===== src/rtl/paddle_emu_pkg.sv =====
// Shared types and helpers for the RC-timer paddle emulator.
// The optional PADDLE_ACCEL_EN build uses ACCEL_THRESH for hold-to-accelerate.
package paddle_emu_pkg;

  typedef enum logic [1:0] {SRC_DIGITAL, SRC_Y, SRC_X, SRC_PADDLE} src_e;

  localparam int unsigned ACCEL_THRESH = 8;

  // Signed two's complement stick value to an unsigned offset centred on 128.
  function automatic logic [7:0] analog_to_offset(input logic [7:0] a);
    return {~a[7], a[6:0]};
  endfunction

endpackage


===== src/rtl/paddle_emu_ch.sv =====
// One paddle channel: digital position, per-frame capture and per-line countdown.
// Define PADDLE_ACCEL_EN to double the digital step after a long button hold.
module paddle_emu_ch
  import paddle_emu_pkg::*;
#(
  parameter int unsigned POS_W = 8,
  parameter int unsigned SPD_W = 5
) (
  input  logic             clk_i,
  input  logic             rst_i,
  input  logic             vs_rise_i,
  input  logic             hs_rise_i,
  input  logic             btn_up_i,
  input  logic             btn_down_i,
  input  logic [7:0]       analog_x_i,
  input  logic [7:0]       analog_y_i,
  input  logic [7:0]       paddle_i,
  input  src_e             src_sel_i,
  input  logic             invert_i,
  input  logic [SPD_W-1:0] step_i,
  output logic             pad_pin_o,
  output logic [POS_W-1:0] pos_o
);

  localparam logic [POS_W-1:0] PosReset = {1'b1, {(POS_W-1){1'b0}}};
  localparam logic [POS_W:0]   PosMax   = {1'b0, {POS_W{1'b1}}};

  logic [POS_W-1:0] pos_q, pos_d;
  logic [POS_W-1:0] cap_q, cap_d;
  logic [POS_W-1:0] inv_mask, pos_sub;
  logic [POS_W:0]   pos_ext, step_ext, pos_sum;
  logic [SPD_W:0]   step_eff;
  logic             mv_up, mv_dn;

  assign mv_up = btn_up_i & ~btn_down_i;
  assign mv_dn = btn_down_i & ~btn_up_i;

`ifdef PADDLE_ACCEL_EN
  logic [3:0] hold_q, hold_d;
  logic       dir_q, dir_d;  // 1 = moving down

  always_comb begin
    hold_d = hold_q;
    dir_d  = dir_q;
    if (vs_rise_i) begin
      if (mv_up | mv_dn) begin
        dir_d = mv_dn;
        if ((hold_q != 4'd0) && (dir_q != mv_dn)) begin
          hold_d = 4'd0;
        end else if (hold_q != 4'hF) begin
          hold_d = hold_q + 4'd1;
        end
      end else begin
        hold_d = 4'd0;
      end
    end
  end

  always_ff @(posedge clk_i) begin
    if (rst_i) begin
      hold_q <= 4'd0;
      dir_q  <= 1'b0;
    end else begin
      hold_q <= hold_d;
      dir_q  <= dir_d;
    end
  end

  assign step_eff = (hold_q >= 4'(ACCEL_THRESH)) ? {step_i, 1'b0} : {1'b0, step_i};
`else
  assign step_eff = {1'b0, step_i};
`endif

  assign inv_mask = {POS_W{invert_i}};
  assign pos_ext  = {1'b0, pos_q};
  assign step_ext = (POS_W+1)'(step_eff);
  assign pos_sum  = pos_ext + step_ext;
  assign pos_sub  = pos_q - step_ext[POS_W-1:0];

  always_comb begin
    pos_d = pos_q;
    cap_d = cap_q;
    if (vs_rise_i) begin
      case (src_sel_i)
        SRC_DIGITAL: begin
          // Capture the pre-move position; the movement shows up next frame.
          cap_d = pos_q ^ inv_mask;
          if (mv_up) begin
            pos_d = (pos_ext < step_ext) ? '0 : pos_sub;
          end else if (mv_dn) begin
            pos_d = (pos_sum > PosMax) ? '1 : pos_sum[POS_W-1:0];
          end
        end
        SRC_Y:   cap_d = (POS_W'(analog_to_offset(analog_y_i)) << (POS_W - 8)) ^ inv_mask;
        SRC_X:   cap_d = (POS_W'(analog_to_offset(analog_x_i)) << (POS_W - 8)) ^ inv_mask;
        SRC_PADDLE: cap_d = (POS_W'(paddle_i) << (POS_W - 8)) ^ inv_mask;
        default: cap_d = cap_q;
      endcase
    end else if (hs_rise_i && (cap_q != '0)) begin
      cap_d = cap_q - POS_W'(1);
    end
  end

  always_ff @(posedge clk_i) begin
    if (rst_i) begin
      pos_q <= PosReset;
      cap_q <= '0;
    end else begin
      pos_q <= pos_d;
      cap_q <= cap_d;
    end
  end

  assign pad_pin_o = (cap_q == '0);
  assign pos_o     = pos_q;

endmodule


===== src/rtl/paddle_emu_multi.sv =====
// Multi-channel RC-timer paddle emulator; owns HSYNC/VSYNC edge detection.
// Optional hold-to-accelerate is enabled by defining PADDLE_ACCEL_EN.
module paddle_emu_multi
  import paddle_emu_pkg::*;
#(
  parameter int unsigned NUM_CH = 2,
  parameter int unsigned POS_W  = 8,
  parameter int unsigned SPD_W  = 5
) (
  input  logic                    clk_sys,
  input  logic                    reset,
  input  logic                    hs,
  input  logic                    vs,
  input  logic [NUM_CH-1:0]       btn_up,
  input  logic [NUM_CH-1:0]       btn_down,
  input  logic [NUM_CH*8-1:0]     analog_x,
  input  logic [NUM_CH*8-1:0]     analog_y,
  input  logic [NUM_CH*8-1:0]     paddle,
  input  logic [NUM_CH*2-1:0]     src_sel,
  input  logic [NUM_CH-1:0]       invert,
  input  logic [SPD_W-1:0]        step_slow,
  input  logic [SPD_W-1:0]        step_fast,
  input  logic                    speed_fast,
  output logic [NUM_CH-1:0]       pad_pin,
  output logic [NUM_CH*POS_W-1:0] pos
);

  logic             hs_q, vs_q;
  logic             hs_rise, vs_rise;
  logic [SPD_W-1:0] step;

  always_ff @(posedge clk_sys) begin
    if (reset) begin
      hs_q <= 1'b0;
      vs_q <= 1'b0;
    end else begin
      hs_q <= hs;
      vs_q <= vs;
    end
  end

  assign hs_rise = hs & ~hs_q;
  assign vs_rise = vs & ~vs_q;
  assign step    = speed_fast ? step_fast : step_slow;

  for (genvar g = 0; g < NUM_CH; g++) begin : g_ch
    paddle_emu_ch #(
      .POS_W(POS_W),
      .SPD_W(SPD_W)
    ) u_ch (
      .clk_i      (clk_sys),
      .rst_i      (reset),
      .vs_rise_i  (vs_rise),
      .hs_rise_i  (hs_rise),
      .btn_up_i   (btn_up[g]),
      .btn_down_i (btn_down[g]),
      .analog_x_i (analog_x[g*8 +: 8]),
      .analog_y_i (analog_y[g*8 +: 8]),
      .paddle_i   (paddle[g*8 +: 8]),
      .src_sel_i  (src_e'(src_sel[g*2 +: 2])),
      .invert_i   (invert[g]),
      .step_i     (step),
      .pad_pin_o  (pad_pin[g]),
      .pos_o      (pos[g*POS_W +: POS_W])
    );
  end

endmodule


===== config.mk =====
export PLATFORM = sky130hd
export DESIGN_NAME = paddle_emu_multi
export DESIGN_NICKNAME = d
export VERILOG_FILES = /design/src/rtl/paddle_emu_pkg.sv /design/src/rtl/paddle_emu_ch.sv /design/src/rtl/paddle_emu_multi.sv
export SDC_FILE = /design/constraint.sdc
export NUM_CORES = 1
export LEC_CHECK = 0
export CAP_MARGIN = 20
export CORE_ASPECT_RATIO = 1.4
export CORE_MARGIN = 5
export CORE_UTILIZATION = 55
export CTS_BUF_LIST = sky130_fd_sc_hd__clkbuf_8
export DETAILED_ROUTE_END_ITERATION = 16
export PLACE_DENSITY = 0.95
export SLEW_MARGIN = 25
export SYNTH_ARGS = -nofsm -noshare
export SYNTH_HDL_FRONTEND = slang
export SYNTH_SLANG_ARGS = --single-unit

===== constraint.sdc =====
create_clock -name clk_sys -period 5 [get_ports clk_sys]
set_input_delay 1.5 -clock clk_sys [delete_from_list [all_inputs] [get_ports clk_sys]]
set_output_delay 1.5 -clock clk_sys [all_outputs]
set_load 0.1 [all_outputs]

== Word-level counts from Yosys, hierarchy flattened ==
Index checks and enable logic that the tools add are counted.
Word-level totals
  latch bits: 0
  memories: 0
  flip-flop bits (word level): 34
  RAM bits: 0
  bits of input ports: 73
  output and inout port bits: 18
  ROM bits: 0
Cells by class
  $mul: 0
  muxes and demuxes: 15
  order comparisons: 4
  add/sub/neg operators: 6
  shifts and indexed selects: 0
  reduce and logical (&&, ||, !) cells: 14
  equal/unequal tests: 6
  bitwise operators: 24
  div/mod/pow operators: 0
Operators by type and width (number)
  8-bit 2-to-1 mux: 12
  8-bit one-hot mux with 4 select lines: 2
  8-bit bitwise XOR: 8
  8-bit by 5-bit adder with 9-bit output: 2
  9-bit by 8-bit greater-than comparator with 1-bit output (second input constant): 2
  8-bit zero test: 2
  8-bit by 5-bit less-than comparator with 1-bit output: 2
  8-bit nonzero test: 2
  8-bit by 1-bit subtractor with 8-bit output (second input constant): 2
  8-bit by 5-bit subtractor with 8-bit output: 2
  1-bit inverter: 10
  2-bit == test (second input constant): 4
  2-bit nonzero test: 4
  1-bit AND: 6
  3-bit AND reduction: 2
  5-bit 2-to-1 mux: 1
  2-bit by 1-bit == test with 1-bit output (second input constant): 2
  2-bit zero test: 2
  1-bit logical AND: 2

== Longest topological paths before layout ==
Gate-level depths: netlist (run 1).
  depth in word-level cells: 6
  mapped depth: 11
  mapped depth without buffers: 10

== By module ==
A second synthesis (run 1) with hierarchy kept.
Unflattened totals
  cells, all modules: 423
  area, all modules: 3632.2 um2
Modules (own cells, without submodules)
  paddle_emu_ch: times used 2, sequential area each 320.3 um2, area each 1755.4 um2, cells an instance 206
  paddle_emu_multi: times used 1, sequential area each 40.0 um2, area each 121.4 um2, cells an instance 11

== Worst setup path before layout (run 1) ==
Ideal clock, no wire load.
  path type: input to register
  start: input speed_fast
  end: register g_ch[0].u_ch.pos_q[6]
  library setup time: 0.132 ns
  slack: 1.150 ns
  stages on the path: 10
  data arrival time: 3.718 ns
  path through: clkbuf_1 mux2i_1 inv_1 fa_1 nor2b_1 o21ai_0 a21boi_0 o21a_1 o22ai_1 a21oi_1
On the way
  cells in the longest elaborated chain, start to end: 6
  elaborated cells between the ends (all ways): 9
RTL lines
  start, declared: RTL line paddle_emu_multi.sv:23  | input logic speed_fast,
  5-bit 2-to-1 mux *: RTL line paddle_emu_multi.sv:44  | assign step = speed_fast ? step_fast : step_slow;
  8-bit by 5-bit adder with 9-bit output: RTL line paddle_emu_ch.sv:77  | assign pos_sum = pos_ext + step_ext;
  9-bit by 8-bit greater-than comparator with 1-bit output: RTL line paddle_emu_ch.sv:91  | pos_d = (pos_sum > PosMax) ? '1 : pos_sum[POS_W-1:0];
  8-bit 2-to-1 mux: RTL line paddle_emu_ch.sv:91
  8-bit 2-to-1 mux: RTL line paddle_emu_ch.sv:90  | end else if (mv_dn) begin
  8-bit 2-to-1 mux *: RTL line paddle_emu_ch.sv:88  | if (mv_up) begin
  end signal, assigned: RTL line paddle_emu_ch.sv:106  | pos_q <= PosReset;
  end signal, assigned: RTL line paddle_emu_ch.sv:109  | pos_q <= pos_d;
  end, declared: RTL line paddle_emu_ch.sv:28  | logic [POS_W-1:0] pos_q, pos_d;
Mark *: on every way between the ends. The rest lies on a longest branch, timed or not. The select of a mux whose other input is x is not followed.
A chain may end at the register's enable or synchronous reset.

== Worst setup path in the final report (run 1) ==
  start: input speed_fast
  end: register g_ch[1].u_ch.pos_q[5]
On the way
  cells in the longest elaborated chain, start to end: 6
  elaborated cells between the ends (all ways): 9
RTL lines (RTL line)
  5-bit 2-to-1 mux *: paddle_emu_multi.sv:44
  8-bit by 5-bit adder with 9-bit output: paddle_emu_ch.sv:77
  9-bit by 8-bit greater-than comparator with 1-bit output: paddle_emu_ch.sv:91
  8-bit 2-to-1 mux: paddle_emu_ch.sv:91
  8-bit 2-to-1 mux: paddle_emu_ch.sv:90
  8-bit 2-to-1 mux *: paddle_emu_ch.sv:88
  end signal, assigned: paddle_emu_ch.sv:106
  end signal, assigned: paddle_emu_ch.sv:109
  end, declared: paddle_emu_ch.sv:28
Marks and branches as above.

==> reports/results.env, run 1 <==
POST_CTS_RESIZED=0
LARGEST_CELLS_BY_AREA_AFTER_SYNTHESIS='dfxtp_1 19%, ha_1 9.1%, mux4_2 8.8%, xor2_1 5.9%, a211oi_1 4.4%'
CORE_AREA_UM2=6300
CTS.ROOT.BUFFER_CELL='clkbuf_8'
SYNTH_ENABLE_FLOP_CELLS=0
WORSTPATHREQUIRED_NS=5.20
FIN_AREA_UM2=4530
FIRST_PASS_GRT_WIRE_LENGTH_MM=16.8
WORST-ENDPOINT-ARRIVAL_NS=4.35
PLACEMENT_ROWS=34
FIRST_GLOBAL_VIAS=3524
VIAS_PER_CELL=6.26
TIMING.CRITICAL_PATH.SLOWEST_STAGE_CELL='clkdlybuf4s50_1'
SYNTH_CELL_TYPE_COUNT=67
CRITPATHLAUNCHTYPE='primary input'
ANTENNA_CELLS=0
YS_WARN_COUNT=0
MAXSLEWVIOLCOUNT=0
LAYOUT.FILLER_CELLS=502
CTS_HOLD_BUF=0
DIE_Y_UM=105
WORST_HOLD_PATH_TYPE='reg2reg'
PLACE.PORT_BUFFERS=90
POST_SYNTH_MOST_FREQUENT_CELLS='39 x nor2_1, 34 x dfxtp_1, 26 x ha_1'
DETAILROUTE.VIA_COUNT=3477
TIMING.SETUP.TNS_NS=0
POSTSYNTH.TOPFLOPCELL='dfxtp_1'
CLOCK_EDGE_TRANSITION_AT_THE_REGISTERS_ON_THE_REPORTED_SETUP_AND_HOLD_PATHS_NS=0.07
NETLIST_AREA_UM2=3580
FINAL_CELLS=555
DRV_CAP=0
TRITONCTS_CLOCK_TREE='done'
VDD_DROP_MAX_mV=0.105
FINCLKSKEW_NS=0.00707
DRIVE_GT1_FRAC=0.104
FINALNETCOUNT=585
CRITICAL-PATH-MAX-STAGE-DELAY_NS=0.62
DETAIL_ROUTE.DRC_VIOLATIONS=0
FINALCRITICALPERIOD_NS=4.15
PLACE_WS_NS=0.584
POSTSYNTHAREAPERCELL_UM2=8.67
YS_SEQ_ELEMENTS=34
MAXSLEWHEADROOM=0.342
POWER_DENSITY_nW_PER_UM2=208
DRT_WL_CELL_UM=18.3
LARGEST_NET_DEGREE_AT_THE_START_OF_GLOBAL_ROUTING=35
DETAILED_PLACE.AREA_UM2=4440
GRT_ANTENNA_BEFORE_REPAIR=0
DIE_X_UM=78.2
FINAL_HOLD_VIOL_COUNT=0
TOP_LAYER='met4'
SYNTH_TOP_CELL_AREA_SHARE=0.190
SYNTH_SIMPLE_GATE_AREA_FRAC=0.180
CLOCK-SINKS=34
START_UTIL=0.569
GLOBALROUTE.TOTALOVERFLOW=0
SYNTHXORXNORAREAFRAC=0.0758
GRT_USE_TOTAL=0.249
CTS_MAX_PATH_BUFFERS=2
SYNTH_COMPOUND_GATE_AREA_SHARE=0.265
CTS-BUFFERS-INSERTED=5
FP.DIEAREA_UM2=8250
SYNTHADDERAREAFRAC=0.113
CTS.HTREE.LEVELS=2
PLACEDCELLCOUNT=547
POST_CTS_SETUP_BUFFER_COUNT=0
WORSTSKEWPAIRLATENCY_NS=0.29
HOLD-WORST-SLACK_NS=0.553
INITIALDRTVIOLATIONCOUNT=232
PERIOD_SHARE=0.831
FINALWEIGHTEDCONGESTION=0.944
FINALSETUPVIOLCOUNT=0
DOMINANT_COMBINATIONAL_CELL_FAMILY_BY_AREA_AFTER_SYNTHESIS='compound AO/OA/AOI/OAI gates'
SYNTH.MOST_COMMON_CELL='nor2_1'
SYNTHTOLAYOUTAREAGROWTH_PCT=26.5
GRT_SETUP_UNREPAIRED='no'
SYNTH_ASYNC_SR_FLOP_SHARE=0
LAYOUT_SETUP_WS_NS=0.845
MULTIPLEXER_SHARE_OF_THE_SYNTHESIZED_AREA=0.108
OUTCOME='complete, no violations'
DRT.ANTENNA.VIOLATING_NETS=0
POWER.LEAKAGE_nW=1.75
SYNTH.YOSYS.SEQ_AREA_SHARE=0.190
FIRSTDRTPASSITERS=5
PATH_CLASS='in2reg'
POSTSYNTHCELLCOUNT=413
MAX_FREQ_MHz=241
MAX_SLEW.WORST_PIN.SLEW_NS=0.984
WORSTPATHCELLLIST='clkdlybuf4s50_1, mux2_2, ha_1, inv_1, fa_1, a211oi_4, o21ai_1, nand2_1, o211a_1, a31o_1, a221oi_2'
MET3_WIRELENGTH_UM=610
SETUP.WORST_PATH.END_CLASS='flop'
DOMINANT_CELL_TYPE_BY_AREA_AFTER_SYNTHESIS='dfxtp_1'
SYNTH.NET_COUNT=516
DR_WL_MET2_MM=5.27
WL_MET1_MM=4.08
NUM_PORTS=91
CRITICAL_PATH_PEAK_FANOUT=5
ROUTE.FINAL.WIRE_LENGTH_MM=10.2
DP.FINAL_HPWL_MM=7.95
[kinds of logic (layout without fill, tap and decap cells)]
group | after synthesis | after routing
compound gates | 122 | 122
flops | 34 | 34
mux | 21 | 21
buf+inv | 55 | 125
xor+xnor | 31 | 31
fa+ha+maj | 30 | 30
simple gates | 120 | 120
[layer usage]
metal / global-route usage / vias to the layer above
met2: 0.439 / 132
li1: - / 1664
met1: 0.300 / 1660
met4: 0.0875 / 0
met5: 0 / -
met3: 0.0435 / 21
[sequential cells by signal, summed over array words and instances, names as in the netlist]
| signal | cells |
|---|---|
| g_ch.u_ch.pos_o | 16 |
| g_ch.u_ch.cap_q | 16 |
| vs_q | 1 |
| hs_q | 1 |
[power by group]
part	internal [mW]	leakage, nW	switching [mW]
combinational	0.182	1.42	0.227
clock	0.109	0.0524	0.102
sequential	0.294	0.279	0.0294
[stage by stage]
step | util | total power [mW]
2_1_floorplan | - | 0.616
3_3_place_gp | 0.705 | 0.721
3_5_place_dp | 0.705 | 0.732
4_1_cts | 0.720 | 0.941
5_1_grt | 0.720 | 0.992
6_report | 0.720 | 0.943
[worst paths after layout]
check                           to  cells past startpoint  slack (ns)                  start
max          g_ch[1].u_ch.pos_o[5]                     11        0.85             speed_fast
min          g_ch[1].u_ch.pos_o[4]                      2        0.55  g_ch[1].u_ch.pos_o[4]
max reg2reg  g_ch[1].u_ch.pos_o[5]                     10        2.55  g_ch[1].u_ch.pos_o[0]
min reg2reg  g_ch[1].u_ch.pos_o[4]                      2        0.55  g_ch[1].u_ch.pos_o[4]
[critical path, delay by kind of cell]
family	cells	cell delay, ns
AO/OA/AOI/OAI	5	1.07
AND/OR/NAND/NOR	1	0.18
buffers and inverters	2	0.70
adder cells (fa/ha/maj)	2	0.48
multiplexers	1	0.42
[layout by cell type, fill, tap and decap left out, types with 6 or more instances in the layout]
master           count
nand3_1             13
dfxtp_1             34
nand2_1             22
xor2_1              24
xnor2_1              7
nor2b_1              7
inv_1               25
mux4_2              14
clkbuf_8             6
nand2b_1             6
nor2_1              39
o21ai_0             15
a21oi_1             20
a211oi_1            21
clkdlybuf4s50_1     90
ha_1                26
and3_1               6
[cell type report]
type	count	area [um^2]	share of cell area
clock buffers	6	82.6	0.0182
multi-input cells	324	2660	0.586
inverters	24	90.1	0.0199
well taps	72	90.1	0.0199
repair buffers	93	923	0.204
flip-flops and latches	34	681	0.150
clock inverters	2	8.76	0.00193
Note: power is estimated with default switching activity, not from simulation.
==> run 2: changes to the inputs <==
- CORE_UTILIZATION: 55 -> 47
- PLACE_DENSITY: 0.95 -> 0.91
- clock period: 5 -> 3.55 ns (I/O delays scaled with it)
==> reports/results.env, run 2 (synthesis results as in run 1) <==
FP.DIEAREA_UM2=9490
ANTENNA_CELLS=0
DRV_CAP=0
LAYOUT_SETUP_WS_NS=0.116
CRITPATHLAUNCHTYPE='primary input'
DP.FINAL_HPWL_MM=8.43
DIE_X_UM=83.8
MAXSLEWVIOLCOUNT=0
GRT_ANTENNA_BEFORE_REPAIR=0
DRT_WL_CELL_UM=17.1
FINAL_COMMON_CELL='clkdlybuf4s50_1'
POWER.LEAKAGE_nW=1.97
VDD_DROP_MAX_mV=0.221
ROUTE.FINAL.WIRE_LENGTH_MM=10.6
PLACE_WS_NS=-0.152
CTS.HTREE.LEVELS=2
DIE_Y_UM=113
DRT.ANTENNA.VIOLATING_NETS=0
CRIT-REG2REG-LAUNCH='g_ch[1].u_ch.pos_o[0]'
VIAS_PER_CELL=5.89
DETAILROUTE.VIA_COUNT=3648
WORSTSKEWPAIRLATENCY_NS=0.29
FINAL_HOLD_VIOL_COUNT=0
POST_CTS_RESIZED=0
TIMING.SETUP.TNS_NS=0
INITIALDRTVIOLATIONCOUNT=148
SETUP.WORST_PATH.END_CLASS='flop'
DRIVE_GT1_FRAC=0.215
DETAIL_ROUTE.DRC_VIOLATIONS=0
GLOBALROUTE.TOTALOVERFLOW=0
CTS_MAX_PATH_BUFFERS=2
POWER.CLOCK.FRACTION=0.200
POWER_DENSITY_nW_PER_UM2=280
MOST-COMMON-LAYOUT-CELLS='72 x clkdlybuf4s50_1, 61 x buf_4, 39 x nor2_1'
POST_CTS_SETUP_BUFFER_COUNT=0
FINALNETCOUNT=625
PLACEMENT_ROWS=37
FINALCRITICALPERIOD_NS=3.43
WORSTPATHREQUIRED_NS=3.76
SWSHARE=0.380
FINALSETUPVIOLCOUNT=0
FINALWEIGHTEDCONGESTION=0.956
TRITONCTS_CLOCK_TREE='done'
PATH_CLASS='in2reg'
GRT_USE_TOTAL=0.222
HOLD-WORST-SLACK_NS=0.548
NUM_PORTS=91
CTS.ROOT.BUFFER_CELL='clkbuf_8'
FIRSTDRTPASSITERS=5
LARGEST_NET_DEGREE_AT_THE_START_OF_GLOBAL_ROUTING=24
SEQPWRFRAC=0.337
WORST_HOLD_PATH_TYPE='reg2reg'
CRITICAL_PATH_START='speed_fast'
START_UTIL=0.483
CTS-BUFFERS-INSERTED=5
PERIOD_SHARE=0.967
POWER_mW=1.35
PLACE.PORT_BUFFERS=90
FINCLKSKEW_NS=0.00570
GRT_SETUP_UNREPAIRED='yes'
CRITICAL_PATH_PEAK_FANOUT=4
LAYOUT.FILLER_CELLS=604
CLOCK-SINKS=34
DETAILED_PLACE.AREA_UM2=4730
CTS_HOLD_BUF=0
MAXSLEWHEADROOM=0.664
SHARE_COMB_OF_TOTAL_POWER=0.463
FIRST_GLOBAL_VIAS=3748
MAX_SLEW.WORST_PIN.SLEW_NS=0.500
WORST-ENDPOINT-ARRIVAL_NS=3.64
MAX_FREQ_MHz=291
P_SWITCHING_mW=0.513
WORSTHOLDSTART='g_ch[1].u_ch.pos_o[4]'
CLOCK_EDGE_TRANSITION_AT_THE_REGISTERS_ON_THE_REPORTED_SETUP_AND_HOLD_PATHS_NS=0.07
FIRST_PASS_GRT_WIRE_LENGTH_MM=17.6
SYNTHTOLAYOUTAREAGROWTH_PCT=34.8
INTERNAL-POWER_mW=0.836
CORE_AREA_UM2=7410
FIN_AREA_UM2=4830
OUTCOME='complete, no violations'
-- run 2: layout make-up --
class | count | area, um^2 | share of cell area
multi-input cells | 324 | 2680 | 0.555
repair buffers | 133 | 1180 | 0.244
flip-flops and latches | 34 | 681 | 0.141
well taps | 97 | 121 | 0.0251
inverters | 24 | 90.1 | 0.0187
clock buffers | 5 | 68.8 | 0.0143
clock inverters | 2 | 10.0 | 0.00207
-- run 2: through the flow --
| stage | std cells | util |
|---|---|---|
| after floorplan | 413 | - |
| after global placement | 612 | 0.638 |
| after detailed placement | 612 | 0.638 |
| after CTS | 619 | 0.649 |
| after global routing | 619 | 0.652 |
| final | 619 | 0.652 |
-- run 2: final timing paths --
kind              slack, ns  cells past startpoint               endpoint
setup / recovery       0.12                     11  g_ch[1].u_ch.pos_o[6]
setup reg to reg       1.16                     10  g_ch[1].u_ch.pos_o[6]
hold reg to reg        0.55                      2  g_ch[1].u_ch.pos_o[4]
hold / removal         0.55                      2  g_ch[1].u_ch.pos_o[4]
-- run 2: critical path: stages --
cell	delay [ns]
clkdlybuf4s50_1	0.42
mux2_2	0.30
ha_1	0.16
inv_1	0.06
fa_1	0.43
a211oi_4	0.27
nor2_2	0.08
nor3b_2	0.19
a21oi_1	0.09
a311o_1	0.34
a211oi_2	0.21
-- run 2: power groups by stage --
stage / registers, mW / logic (mW) / clock network (mW)
2_1_floorplan: 0.498 / 0.369 / 0
3_3_place_gp: 0.460 / 0.599 / 0
3_5_place_dp: 0.462 / 0.613 / 0
4_1_cts: 0.454 / 0.619 / 0.273
5_1_grt: 0.459 / 0.678 / 0.292
6_report: 0.455 / 0.625 / 0.270
-- run 2: routing by layer --
metal  wire [um]  global-route usage  vias up
li1            -                   -     1740
met2        5480               0.403      145
met5           0                   0        -
met1        4180               0.259     1734
met3         604              0.0357       29
met4         299              0.0869        0
